**src/rtl/beta_step_ctrl.sv**
```systemverilog
// beta_step_ctrl: processor clock-enable controller for a single-step / free-run board.
//
// The processor advances one instruction per cpu_en pulse. Pulses are paced by
// rising edges of clk_div, which arrives as ordinary data in the clk domain.
// In free-run every clk_div rise yields a pulse. In single-step a debounced
// button press arms exactly one pulse on the next clk_div rise. A halt request
// from the processor parks the controller until the operator presses the
// button in single-step mode.
//
// Ports:
//   clk         in   system clock, all logic on its rising edge
//   rst         in   synchronous active-high reset
//   clk_div     in   divided square wave, sampled as data
//   mode_run    in   1 = free-run, 0 = single-step
//   step_btn    in   raw asynchronous push-button, active-high
//   halt_req    in   processor stop request (level)
//   cpu_en      out  registered one-cycle processor enable pulse
//   step_count  out  number of cpu_en pulses since reset (wraps)
//   state       out  FSM state: IDLE=0, RUN=1, STEP=2, HALTED=3
module beta_step_ctrl #(
    parameter int DEBOUNCE_CYCLES = 1000000,
    parameter int CNT_W           = 16
) (
    input  logic             clk,
    input  logic             rst,
    input  logic             clk_div,
    input  logic             mode_run,
    input  logic             step_btn,
    input  logic             halt_req,
    output logic             cpu_en,
    output logic [CNT_W-1:0] step_count,
    output logic [1:0]       state
);

    localparam int DB_W = (DEBOUNCE_CYCLES > 1) ? $clog2(DEBOUNCE_CYCLES) : 1;
    localparam logic [DB_W-1:0] DB_MAX = DB_W'(DEBOUNCE_CYCLES - 1);

    typedef enum logic [1:0] {
        ST_IDLE   = 2'd0,
        ST_RUN    = 2'd1,
        ST_STEP   = 2'd2,
        ST_HALTED = 2'd3
    } state_t;

    logic            clk_div_q_r;
    logic            tick_s;
    logic            sync1_r;
    logic            sync2_r;
    logic [DB_W-1:0] db_cnt_r;
    logic            db_level_r;
    logic            press_r;
    state_t          state_r;
    state_t          state_nxt_s;
    logic            fire_s;
    logic            cpu_en_r;
    logic [CNT_W-1:0] step_count_r;

    // clk_div edge detector; resetting the history to 1 means a clk_div that
    // is already high when reset releases does not look like a fresh rise.
    always_ff @(posedge clk) begin
        if (rst) begin
            clk_div_q_r <= 1'b1;
        end else begin
            clk_div_q_r <= clk_div;
        end
    end

    assign tick_s = clk_div & ~clk_div_q_r;

    // Two-flop synchronizer for the asynchronous push-button.
    always_ff @(posedge clk) begin
        if (rst) begin
            sync1_r <= 1'b0;
            sync2_r <= 1'b0;
        end else begin
            sync1_r <= step_btn;
            sync2_r <= sync1_r;
        end
    end

    // Debouncer: the synchronized level must disagree with the accepted level
    // for DEBOUNCE_CYCLES consecutive cycles before it is accepted. press_r
    // pulses for one cycle only when the accepted level turns 0 -> 1.
    always_ff @(posedge clk) begin
        if (rst) begin
            db_cnt_r   <= {DB_W{1'b0}};
            db_level_r <= 1'b0;
            press_r    <= 1'b0;
        end else if (sync2_r == db_level_r) begin
            db_cnt_r   <= {DB_W{1'b0}};
            db_level_r <= db_level_r;
            press_r    <= 1'b0;
        end else if (db_cnt_r == DB_MAX) begin
            db_cnt_r   <= {DB_W{1'b0}};
            db_level_r <= sync2_r;
            press_r    <= sync2_r;
        end else begin
            db_cnt_r   <= db_cnt_r + DB_W'(1);
            db_level_r <= db_level_r;
            press_r    <= 1'b0;
        end
    end

    // FSM state register.
    always_ff @(posedge clk) begin
        if (rst) begin
            state_r <= ST_IDLE;
        end else begin
            state_r <= state_nxt_s;
        end
    end

    // FSM next-state and pulse qualification. A halt request wins over a
    // coincident tick, so that tick issues no pulse.
    always_comb begin
        state_nxt_s = state_r;
        fire_s      = 1'b0;
        case (state_r)
            ST_IDLE: begin
                if (mode_run) begin
                    state_nxt_s = ST_RUN;
                end else if (press_r) begin
                    state_nxt_s = ST_STEP;
                end else begin
                    state_nxt_s = ST_IDLE;
                end
            end
            ST_RUN: begin
                if (halt_req) begin
                    state_nxt_s = ST_HALTED;
                end else begin
                    fire_s = tick_s;
                    if (!mode_run) begin
                        state_nxt_s = ST_IDLE;
                    end else begin
                        state_nxt_s = ST_RUN;
                    end
                end
            end
            ST_STEP: begin
                // Presses arriving here are ignored, never queued.
                if (halt_req) begin
                    state_nxt_s = ST_HALTED;
                end else if (tick_s) begin
                    fire_s      = 1'b1;
                    state_nxt_s = ST_IDLE;
                end else begin
                    state_nxt_s = ST_STEP;
                end
            end
            ST_HALTED: begin
                if (press_r && !mode_run) begin
                    state_nxt_s = ST_IDLE;
                end else begin
                    state_nxt_s = ST_HALTED;
                end
            end
            default: begin
                state_nxt_s = ST_IDLE;
            end
        endcase
    end

    // Registered enable pulse and pulse counter; both update on the same edge
    // so step_count already includes the pulse while cpu_en is high.
    always_ff @(posedge clk) begin
        if (rst) begin
            cpu_en_r     <= 1'b0;
            step_count_r <= {CNT_W{1'b0}};
        end else if (fire_s) begin
            cpu_en_r     <= 1'b1;
            step_count_r <= step_count_r + CNT_W'(1);
        end else begin
            cpu_en_r     <= 1'b0;
            step_count_r <= step_count_r;
        end
    end

    assign cpu_en     = cpu_en_r;
    assign step_count = step_count_r;
    assign state      = state_r;

endmodule

```
**config.mk**
```make
export PLATFORM = sky130hd
export DESIGN_NAME = beta_step_ctrl
export DESIGN_NICKNAME = d
export VERILOG_FILES = /design/src/rtl/beta_step_ctrl.sv
export SDC_FILE = /design/constraint.sdc
export NUM_CORES = 1
export LEC_CHECK = 0
export BUFFER_PORTS_ARGS = -buffer_cell sky130_fd_sc_hd__buf_2
export CAP_MARGIN = 10
export CORE_MARGIN = 2
export CORE_UTILIZATION = 51
export DETAILED_ROUTE_END_ITERATION = 8
export PLACE_DENSITY = 0.74
export SLEW_MARGIN = 25
export SYNTH_ARGS = -nofsm -noshare
export SYNTH_HDL_FRONTEND = slang
export SYNTH_SLANG_ARGS = --single-unit
```
**constraint.sdc**
```tcl
create_clock -name clk -period 2.1 [get_ports clk]
set_clock_uncertainty 0.1 [all_clocks]
set_input_delay 0.315 -clock clk [delete_from_list [all_inputs] [get_ports clk]]
set_output_delay 0.315 -clock clk [all_outputs]
set_load 0.05 [all_outputs]
```
-- Word level (Yosys, flattened, before mapping)
Index checks and enable logic that the tools add are counted.
- bits in registers: 44
- memories kept: 0
- bits in latches: 0
- RAM bits: 0
- word-level logic and storage cells: 39
- ROM bits: 0
- add/sub/neg operators: 2
- reductions and logical operators: 6
- div/mod/pow operators: 0
- equal/unequal tests: 5
- muxes and demuxes: 13
- multiply operators: 0
- bitwise operators: 4
- $lt $le $gt $ge: 0
- shift-type cells: 0
- operators with widths (kind ; number):
    adder 20 x 1 -> 20 bit (second input constant) ; 1
    equality test 20 bit (second input constant) ; 1
    adder 16 x 1 -> 16 bit (second input constant) ; 1
    two-way mux 2 bit ; 6
    one-hot mux 2 bit (4 select lines) ; 1
    OR reduction 3 bit ; 2
    two-way mux 1 bit ; 5
    equality test 2 bit (second input constant) ; 2
    NOT 1 bit ; 3
    equality test 2 x 1 -> 1 bit (second input constant) ; 1
    logical NOT 2 bit ; 1
    one-hot mux 1 bit (2 select lines) ; 1
    AND reduction 2 bit ; 1
    AND 1 bit ; 1
    equality test 1 bit ; 1
    logical AND 1 bit ; 1
    logical NOT 1 bit ; 1

-- Logic depth before layout (Yosys ltp)
Gate-level depths: netlist of run 1.
- depth in word-level cells: 6
- depth in mapped cells: 7
- gate-level depth less buffers: 6

-- Worst setup path before layout of run 1
Ideal clock, no wire load.
- kind: register to register
- start: reg state_r[0], in the netlist state[0]
- end: reg step_count_r[13], in the netlist step_count[13]
- stages on the path, launching flop included: 7
- path slack: -0.221 ns
- arrival: 2.100 ns
- library setup time: 0.121 ns
- cell sequence: dfxtp_1 -> inv_1 -> ha_1 -> nand4bb_1 -> nor4_1 -> nand3_1 -> mux2_2
- longest elaborated chain between the ends: 2
- elaborated cells between the ends (all ways): 3
- RTL lines (item ; RTL line ; source):
    from (decl) ; 52 ; state_t state_r;
    from (signal assigned) ; 109 ; state_r <= state_nxt_s;
    equality test 2 bit or equality test 2 x 1 -> 1 bit (tied branches) ; 118 ; case (state_r)
    one-hot mux 1 bit (2 select lines) * ; 118 ;
    to (signal assigned) ; 169 ; step_count_r <= {CNT_W{1'b0}};
    to (signal assigned) ; 172 ; step_count_r <= step_count_r + CNT_W'(1);
    to (signal assigned) ; 175 ; step_count_r <= step_count_r;
    to (decl) ; 56 ; logic [CNT_W-1:0] step_count_r;
Mark *: on every way between the ends. The rest lies on a longest branch, timed or not.
A chain may end at the register's enable or synchronous reset.

-- Worst setup path after layout of run 1
- start: reg state_r[0], in the netlist state[0]
- end: reg step_count_r[9], in the netlist step_count[9]
The elaborated chain is that of the path after synthesis.

==> results.tsv, run 1 <==
stage	metric	value	unit
detailed_routing	drc	0	
setup_path	ff2ff_setup_slack	50	ps
status	status	complete, no violations	
global_routing	grt_use_total	0.180	
setup_path	worstSetupPathType	flop to flop	
cts	cts-root-buf	clkbuf_8	
detailed_routing	drt_iter0_drc	75	
synth	synth_edf_count	0	
cts	tritoncts	built	
synth	synth_top_family_by_area	simple AND/OR/NAND/NOR gates	
synth	synth.cell_area	2060	um^2
detailed_routing	ant_nets	0	
setup_path	crit_required	2180	ps
global_routing	grt_pass1_vias	1476	
synth	ys_ff_latch	44	
die	io_pins	25	
place	place_area	2260	um^2
setup_path	timing.rr.end	step_count[9]	
global_routing	busiest_layer	met2	
detailed_routing	route.detailed.wl_per_inst	12.2	um
hold_path	hp-class	input pin to flop	
setup_path	cp-end-kind	flop	
synth	ys.flop_type	dfxtp_1	
power_and_ir_drop	leakagePower	0.885	nW
cells_and_area	nets	269	
setup_path	arrival	2130	ps
hold_path	min_path_cells	2	
synth	synth-seq-area-share	0.428	
global_routing	use_met3	0.0517	
place	place_congestion	0.728	
hold_path	min_from	step_btn	
synth	yosys_warnings	0	
setup_path	crit_fanout	9	
synth	muxShareOfSynthArea	0.0110	
detailed_routing	first_pass_iters	4	
die	start_util	0.521	
setup_path	startpoint_type	flop	
synth	synth-xor-area-share	0.0937	
cts	htreeDepth	2	
hold_path	min_to	sync1_r	
die	rows	23	
cells_and_area	fin_area	2390	um^2
die	fp.dieArea	4550	um^2
synth	synth-compound-area-share	0.0901	
cts	clockBufferDepth	2	
global_routing	use_met2	0.287	
global_routing	grt_antenna_before_repair	0	
cts	clock_sinks	44	
sta	worst_pin_slew	476	ps
sta	max_slew_margin	0.682	
cells_and_area	syn2layout_area_growth	16.4	%
synth	syn_nets	237	
detailed_routing	vias	1647	
cells_and_area	drive_gt1_frac	0.217	
power_and_ir_drop	pwr_density_cell	698	nW/um^2
synth	postSynthCellCount	225	
global_routing	grt_start_max_net_pins	29	
sta	drv_slew	0	
setup_path	r2r_cells	7	
synth	yosys.area_share.simple	0.300	
cells_and_area	final_util	0.607	
global_routing	grtUsageMet1	0.225	
sta	fin_setup_tns	0	ps
detailed_routing	wirelength	3.75	mm
cells_and_area	diodes	0	
sta	fin_crit	2050	ps
cts	numCtsBuffers	5	
synth	synthAdderAreaFrac	0.0365	
die	die_x	67.5	um
global_routing	grt_pass1_wl	6.26	mm
synth	avgSynthCellArea	9.14	um^2
global_routing	grt.overflow.total	0	
synth	ys_types	40	
cts	hold_buffers	0	
detailed_routing	viasPerCell	5.35	
sta	rsz0062_at_grt	yes	
synth	async_flop_share	0	
power_and_ir_drop	peakVddDrop	0.000470	V
place	dp.final_hpwl	2.65	mm
sta	finalSetupViolations	0	
place	io_buffers	24	
setup_path	reg2reg_from	state[0]	
die	core_area	3940	um^2
sta	timing.fmax	489	MHz
cts	cts.clk_slew.worst_paths	90	ps
sta	hold_viol_final	0	
sta	whs	137	ps
flow_run	cap_viol_max_count	0	
cts	worst_skew_pair.late_latency	300	ps
die	die_h	67.5	um
sta	post-route-period-util	0.974	
[critical path, stage by stage (launching register included)]
cell and delay (ps):
dfxtp_2 360, inv_1 60, ha_1 300, nand4bb_1 260
buf_4 270, nor4_1 380, xnor2_1 160, nor2_1 50
[power breakdown]
group          switching, mW  total, mW  internal, mW
Clock                  0.297      0.655         0.358
Combinational          0.102      0.156        0.0539
Sequential            0.0112      0.861         0.850
[layer usage]
layer	wire, um	vias to the layer above
met1	1820	749
met3	152	8
met4	63	0
met2	1710	30
met5	0	-
li1	-	860
[synth_stat cells, types with 2 or more instances]
cell / count / area [um^2]
a211oi_1: 2 / 15.0
ha_1: 6 / 75.1
and2_1: 2 / 12.5
dfxtp_1: 44 / 881
and3_1: 5 / 31.3
nor4_1: 6 / 37.5
xor2_1: 11 / 96.3
o21ai_0: 7 / 35.0
mux2_2: 2 / 22.5
nand4_1: 9 / 56.3
nor2_1: 31 / 116
o31ai_1: 4 / 30.0
nor3_1: 3 / 15.0
nand3_1: 13 / 65.1
or3_1: 6 / 37.5
nor2b_1: 4 / 25.0
inv_1: 5 / 18.8
or4_4: 2 / 22.5
clkbuf_1: 2 / 7.51
nand2b_1: 2 / 12.5
xnor2_1: 11 / 96.3
nand2_1: 11 / 41.3
buf_6: 5 / 56.3
a21oi_1: 13 / 65.1
or4_1: 4 / 30.0
[worst max path at each step]
stage	start	endpoint	slack, ps	cells after the start
3_5_place_dp	state[0]	step_count[13]	70	6
4_1_cts	state[0]	step_count[15]	70	6
3_3_place_gp	state[0]	step_count[15]	110	6
5_1_grt	state[0]	step_count[9]	-40	7
6_report	state[0]	step_count[9]	50	7
2_1_floorplan	step_count[3]	step_count[14]	50	4
[state kept, by name, summed over array words and instances, names as in the netlist]
name         count
db_cnt_r        20
step_count      16
state            2
clk_div_q_r      1
cpu_en           1
db_level_r       1
press_r          1
sync1_r          1
sync2_r          1
[through the flow]
stage / instances / setup slack [ps] / total power, mW
2_1_floorplan: 225 / 49.8 / 1.00
3_3_place_gp: 300 / 114 / 1.03
3_5_place_dp: 300 / 68.8 / 1.04
4_1_cts: 308 / 65.3 / 1.69
5_1_grt: 308 / -36.4 / 1.74
6_report: 308 / 54.5 / 1.67
[kinds of logic (layout without fill, tap and decap cells)]
kind of cell               count (synthesis)  count (layout)
muxes                                      2               2
DFF                                       44              44
adders and majority gates                  6               6
and+or+nand+nor                          109             109
buffers and inverters                     12              45
xor gates and xnor gates                  22              22
AOI/OAI and AO/OA                         30              30
[layout make-up]
| class | instances | area (um^2) |
|---|---|---|
| Fill cell | 344 | 1550 |
| Multi-Input combinational cell | 169 | 1120 |
| Sequential cell | 44 | 883 |
| Timing Repair Buffer | 32 | 193 |
| Clock buffer | 5 | 68.8 |
| Tap cell | 50 | 62.6 |
| Clock inverter | 3 | 47.5 |
| Inverter | 5 | 18.8 |
[timing repair]
item                                    4_1_cts  5_1_grt
resized for setup                             0        3
hold endpoints to repair                      0        0
setup buffers                                 0        0
endpoints found under the setup margin        0        2
[placed cells by master, fill, tap and decap left out, drive strengths merged, types with 2 or more instances in the layout]
cell type	count
clkinv	2
and3	5
nor2b	4
and2	3
or4	6
o31ai	4
xor2	11
nor2	31
nand4bb	2
dfxtp	44
clkbuf	5
nor4	6
inv	5
o21ai	8
nor3	3
a21oi	13
nand2	12
nand2b	2
nand3	13
ha	6
or3	6
mux2	2
nand4	9
xnor2	11
buf	32
a211oi	2
and4	2
Note: power is estimated with default switching activity, not from simulation.
==> inputs of run 2 (changes only) <==
- RECOVER_POWER: unset -> 25
==> run 2 against run 1 <==
Effect of this change:
- first-iteration DRC count unchanged
- global-route usage unchanged
- critical path depth unchanged
- utilization down 0.29 points
- maximum frequency about the same
- final area down 0.47%
==> results.tsv, run 2 (same netlist as run 1, synthesis figures left out) <==
stage	metric	value	unit	change
sta	post-route-period-util	0.974		about the same
cts	worst_skew_pair.late_latency	300	ps	about the same
setup_path	endpoint	step_count[9]		
setup_path	crit_fanout	9		unchanged
status	status	complete, no violations		
sta	timing.fmax	489	MHz	about the same
detailed_routing	vias	1652		+0.30%
cells_and_area	fill_cells	352		+2.3%
cells_and_area	syn2layout_area_growth	15.9	%	
setup_path	cp-end-kind	flop		
cells_and_area	layout_commonest_cell	dfxtp_1		
cells_and_area	diodes	0		unchanged
sta	max_slew_margin	0.607		-0.0757
die	rows	23		unchanged
cts	clock_sinks	44		unchanged
global_routing	grt_use_total	0.180		unchanged
cts	cts.clk_slew.worst_paths	90	ps	about the same
setup_path	r2r_cells	7		unchanged
global_routing	grt_pass1_wl	6.26	mm	unchanged
flow_run	cap_viol_max_count	0		unchanged
detailed_routing	viasPerCell	5.36		+0.30%
global_routing	grt_pass1_vias	1476		unchanged
setup_path	timing.rr.end	step_count[9]		
detailed_routing	route.detailed.wl_per_inst	12.2	um	+0.19%
cells_and_area	largest_register_ffs	20		unchanged
sta	fin_crit	2050	ps	+0.215 ps
detailed_routing	ant_nets	0		unchanged
sta	hold_viol_final	0		unchanged
power_and_ir_drop	peakVddDrop	0.000470	V	about the same
sta	drv_slew	0		unchanged
sta	finalSetupViolations	0		unchanged
sta	worst_pin_slew	592	ps	+116 ps
cts	tritoncts	built		
setup_path	startpoint	state[0]		
detailed_routing	first_pass_iters	4		unchanged
cts	cts-root-buf	clkbuf_8		
detailed_routing	drt_iter0_drc	75		unchanged
place	dp.final_hpwl	2.65	mm	unchanged
cells_and_area	nets	269		unchanged
global_routing	grt.overflow.total	0		unchanged
cts	htreeDepth	2		unchanged
die	start_util	0.521		unchanged
cts	numCtsBuffers	5		unchanged
sta	fin_setup_tns	0	ps	unchanged
power_and_ir_drop	leakagePower	0.846	nW	-4.5%
place	placedCellCount	300		unchanged
cells_and_area	largest-register	db_cnt_r		
detailed_routing	wirelength	3.75	mm	+0.19%
cells_and_area	final_cell_mix	dfxtp_1 (42), nor2_1 (31), buf_2 (15)		
cells_and_area	drive_gt1_frac	0.182		-0.0349
global_routing	grt_start_max_net_pins	29		unchanged
die	core_area	3940	um^2	unchanged
setup_path	ff2ff_setup_slack	50	ps	about the same
setup_path	startpoint_type	flop		
sta	rsz0062_at_grt	yes		
cells_and_area	instances_no_fill	308		unchanged
die	die_h	67.5	um	unchanged
power_and_ir_drop	pwr_density_cell	702	nW/um^2	+0.51%
setup_path	reg2reg_from	state[0]		
detailed_routing	drc	0		unchanged
die	die_x	67.5	um	unchanged
hold_path	hp-class	input pin to flop		
setup_path	crit_required	2180	ps	about the same
place	io_buffers	24		unchanged
cells_and_area	final_util	0.604		-0.00286
die	io_pins	25		unchanged
die	fp.dieArea	4550	um^2	unchanged
setup_path	worstSetupPathType	flop to flop		
setup_path	arrival	2130	ps	about the same
global_routing	grt_antenna_before_repair	0		unchanged
place	place_congestion	0.728		unchanged
cts	clockBufferDepth	2		unchanged
## run 2: cell count changes in the layout (fill, tap and decap cells not counted)
cell      delta
buf_2        -9
clkbuf_1     +9
## run 2: worst min-delay path by stage
stage | start | to | slack, ps | cells after the start
floorplan | sync1_r | sync2_r | 310 | 1
global placement | sync1_r | sync2_r | 340 | 1
detailed placement | sync1_r | sync2_r | 340 | 1
CTS | step_btn | sync1_r | 130 | 2
global route | step_btn | sync1_r | 160 | 2
finish | step_btn | sync1_r | 140 | 2
## run 2: cell type report
cell class / instances / area (um^2) / area share
clock buffer: 5 / 68.8 / 0.0289
clock inverter: 3 / 47.5 / 0.0200
inverter: 5 / 18.8 / 0.00788
multi-input combinational: 169 / 1120 / 0.470
sequential: 44 / 883 / 0.371
tap: 50 / 62.6 / 0.0263
timing repair buffer: 32 / 181 / 0.0762
## run 2: per-layer routing
metal / track usage / up-vias / share of wire / wire [um]
li1: - / 861 / - / -
met1: 0.225 / 753 / 0.48 / 1810
met2: 0.287 / 30 / 0.46 / 1720
met3: 0.0517 / 8 / 0.042 / 158
met4: 0.0791 / 0 / 0.017 / 63
met5: 0 / - / 0 / 0
## run 2: worst max-delay path, stage by stage (launching register included)
cell       delay, ps
dfxtp_2          360
inv_1             60
ha_1             300
nand4bb_1        260
buf_4            270
nor4_1           380
xnor2_1          160
nor2_1            50
## run 2: report_power, final
part	switching, mW	internal, mW	leakage (nW)
logic	0.102	0.0536	0.431
registers	0.0112	0.850	0.356
clock network	0.297	0.358	0.0583
## run 2: what timing repair did
item,in CTS,in global routing
gates resized for setup,0,3
setup endpoints to repair,0,2
buffers inserted,0,0
hold buffers,0,0
## run 2: through the flow
step / power [mW] / hold WS [ps] / setup slack [ps] / cell area, um^2
floorplan: 1.00 / 314 / 49.8 / 2060
global placement: 1.03 / 336 / 114 / 2260
finish: 1.67 / 137 / 54.3 / 2380
global route: 1.74 / 158 / -36.4 / 2380
detailed placement: 1.04 / 345 / 68.8 / 2260
CTS: 1.69 / 133 / 65.3 / 2370
==> inputs of run 3 (changes only) <==
--- a/config.mk
+++ b/config.mk
@@ -8,8 +8,10 @@
 export BUFFER_PORTS_ARGS = -buffer_cell sky130_fd_sc_hd__buf_2
 export CAP_MARGIN = 10
+export CELL_PAD_IN_SITES_DETAIL_PLACEMENT = 1
+export CELL_PAD_IN_SITES_GLOBAL_PLACEMENT = 2
 export CORE_MARGIN = 2
-export CORE_UTILIZATION = 51
+export CORE_UTILIZATION = 32
 export DETAILED_ROUTE_END_ITERATION = 8
-export PLACE_DENSITY = 0.74
+export PLACE_DENSITY_LB_ADDON = 0.1
 export RECOVER_POWER = 25
 export SLEW_MARGIN = 25
==> constraint.sdc (replaced) <==
create_clock -name clk -period 2.1 [get_ports clk]
set_clock_uncertainty 0.1 [all_clocks]
set_input_delay 0.21 -clock clk [delete_from_list [all_inputs] [get_ports clk]]
set_output_delay 0.21 -clock clk [all_outputs]
set_load 0.05 [all_outputs]
==> run 3 against run 2 <==
Effect of this change:
- global-route usage fell by 4.3 points
- cell count increased by 11%
- total power shrank 0.39%
- sequential power about the same
- final area rose by 1.9%
- critical path type unchanged
- critical endpoint is now db_cnt_r[18]
- highest routed layer unchanged
==> results.tsv, run 3 (same netlist as run 1, synthesis figures left out) <==
stage	metric	value	unit	change
cts	numCtsBuffers	5		unchanged
setup_path	ff2ff_setup_slack	130	ps	+70 ps
detailed_routing	drt_iter0_drc	46		-39%
detailed_routing	vias	1710		+3.5%
die	die_x	84.2	um	+25%
cts	tritoncts	built		
status	status	complete, no violations		
cells_and_area	final_cell_mix	dfxtp_1 (42), nor2_1 (31), buf_4 (14)		
global_routing	grt_antenna_before_repair	0		unchanged
die	io_pins	25		unchanged
setup_path	path_common_cell	or4_4		
setup_path	r2r_cells	5		-2
cells_and_area	layout_commonest_cell	dfxtp_1		
place	io_buffers	24		unchanged
place	place_congestion	0.716		-1.7%
sta	max_slew_margin	0.596		-0.0105
detailed_routing	route.detailed.wl_per_inst	13.8	um	+13%
setup_path	timing.rr.end	db_cnt_r[18]		
sta	finalSetupViolations	0		unchanged
die	core_area	6280	um^2	+59%
cells_and_area	fin_area	2430	um^2	+1.9%
setup_path	arrival	2060	ps	-70 ps
power_and_ir_drop	peakVddDrop	0.000410	V	-13%
cells_and_area	largest_register_ffs	20		unchanged
cells_and_area	largest-register	db_cnt_r		
die	start_util	0.327		-0.194
place	dp.final_hpwl	3.43	mm	+29%
die	die_h	84.2	um	+25%
global_routing	grt_pass1_wl	7.93	mm	+27%
detailed_routing	wirelength	4.69	mm	+25%
sta	post-route-period-util	0.939		-0.0347
cells_and_area	drive_gt1_frac	0.182		-0.000352
detailed_routing	viasPerCell	5.01		-6.5%
global_routing	grt_start_max_net_pins	29		unchanged
die	rows	29		+26%
cts	clockBufferDepth	2		unchanged
global_routing	grt_pass1_vias	1624		+10%
setup_path	reg2reg_from	db_cnt_r[13]		
cts	clock_sinks	44		unchanged
setup_path	cp.depth	5		-2
setup_path	crit_fanout	10		+1
setup_path	cp-end-kind	flop		
place	dpl_worst_slack	54.6	ps	-14.3 ps
cts	cts-root-buf	clkbuf_8		
cells_and_area	fill_cells	758		+120%
power_and_ir_drop	design_power_total	1.67	mW	-0.39%
sta	drv_slew	0		unchanged
sta	layout_setup_ws	127	ps	+72.9 ps
cts	hold_buffers	0		unchanged
cts	htreeDepth	2		unchanged
setup_path	cp_num_buf_inv	1		-1
detailed_routing	ant_nets	0		unchanged
hold_path	hp-class	input pin to flop		
setup_path	endpoint	db_cnt_r[18]		
setup_path	slowest_stage	or4_4		
power_and_ir_drop	leakagePower	0.851	nW	+0.62%
detailed_routing	drc	0		unchanged
power_and_ir_drop	pwr_density_cell	686	nW/um^2	-2.3%
cells_and_area	syn2layout_area_growth	18.1	%	
global_routing	grt.overflow.total	0		unchanged
sta	fin_setup_tns	0	ps	unchanged
die	fp.dieArea	7080	um^2	+55%
setup_path	crit_chain	or4_4, or4_4, o21ai_4, buf_4, a21oi_1		
sta	fin_crit	1970	ps	-72.9 ps
cts	cts.clk_slew.worst_paths	80	ps	about the same
sta	timing.fmax	507	MHz	+3.7%
global_routing	grt_use_total	0.137		-0.0426
detailed_routing	first_pass_iters	4		unchanged
setup_path	crit_required	2180	ps	about the same
flow_run	cap_viol_max_count	0		unchanged
sta	hold_viol_final	0		unchanged
setup_path	startpoint_type	flop		
sta	worst_pin_slew	608	ps	+15.8 ps
cells_and_area	final_util	0.387		-0.217
cells_and_area	nets	275		+2.2%
cells_and_area	diodes	0		unchanged
setup_path	worstSetupPathType	flop to flop		
cts	worst_skew_pair.late_latency	300	ps	about the same
setup_path	critPathMaxStageDelay	540	ps	+160 ps
place	place_area	2320	um^2	+2.9%
setup_path	startpoint	db_cnt_r[13]		
setup_path	crit_family	simple AND/OR/NAND/NOR gates		
cts	post_cts.repair.setup_buffers	0		unchanged
sta	rsz0062_at_grt	no		
==> run 3: cell count changes in the layout (fill, tap and decap cells not counted), sizes merged <==
cell	previous run	this run
buf	23	26
clkbuf	14	18
clkinv	2	1
==> run 3: power breakdown <==
group	switching, mW	internal [mW]
sequential	0.0137	0.850
combinational	0.103	0.0509
clock	0.295	0.353
==> run 3: repair_timing <==
action	CTS	global route
setup endpoints to repair	0	3
resized for setup	0	2
hold endpoints to repair	0	0
==> run 3: area by class of cell <==
type	count	area (um^2)	area share
multi-input combinational	169	1110	0.458
sequential	44	883	0.364
timing repair buffer	38	210	0.0866
tap	77	96.3	0.0397
clock buffer	6	72.6	0.0299
clock inverter	2	35.0	0.0144
inverter	5	18.8	0.00773
==> run 3: worst min-delay path by stage <==
stage | to | cells after the start | from
6_report | sync1_r | 2 | step_btn
5_1_grt | sync1_r | 2 | step_btn
4_1_cts | sync1_r | 2 | step_btn
3_5_place_dp | sync1_r | 2 | step_btn
3_3_place_gp | sync1_r | 2 | step_btn
2_1_floorplan | clk_div_q_r | 1 | clk_div
==> run 3: worst register-to-register path: cells and delay by family (launching register included) <==
family	cells	cell delay [ps]
and+or+nand+nor	2	990
DFF	1	360
AOI/OAI and AO/OA	2	210
buffers and inverters	1	200
==> run 3: metrics by stage <==
step / std cells / hold WS (ps)
after floorplan: 225 / 217
after CTS: 341 / 13.4
final: 341 / 22.5
after global routing: 341 / 9.83
after detailed placement: 333 / 334
after global placement: 333 / 323
==> run 3: per-layer routing <==
| metal | track usage | vias to the layer above | share of wire |
|---|---|---|---|
| li1 | - | 870 | - |
| met1 | 0.209 | 817 | 0.55 |
| met2 | 0.190 | 19 | 0.41 |
| met3 | 0.0315 | 4 | 0.030 |
| met4 | 0.0440 | 0 | 0.0098 |
| met5 | 0 | - | 0 |
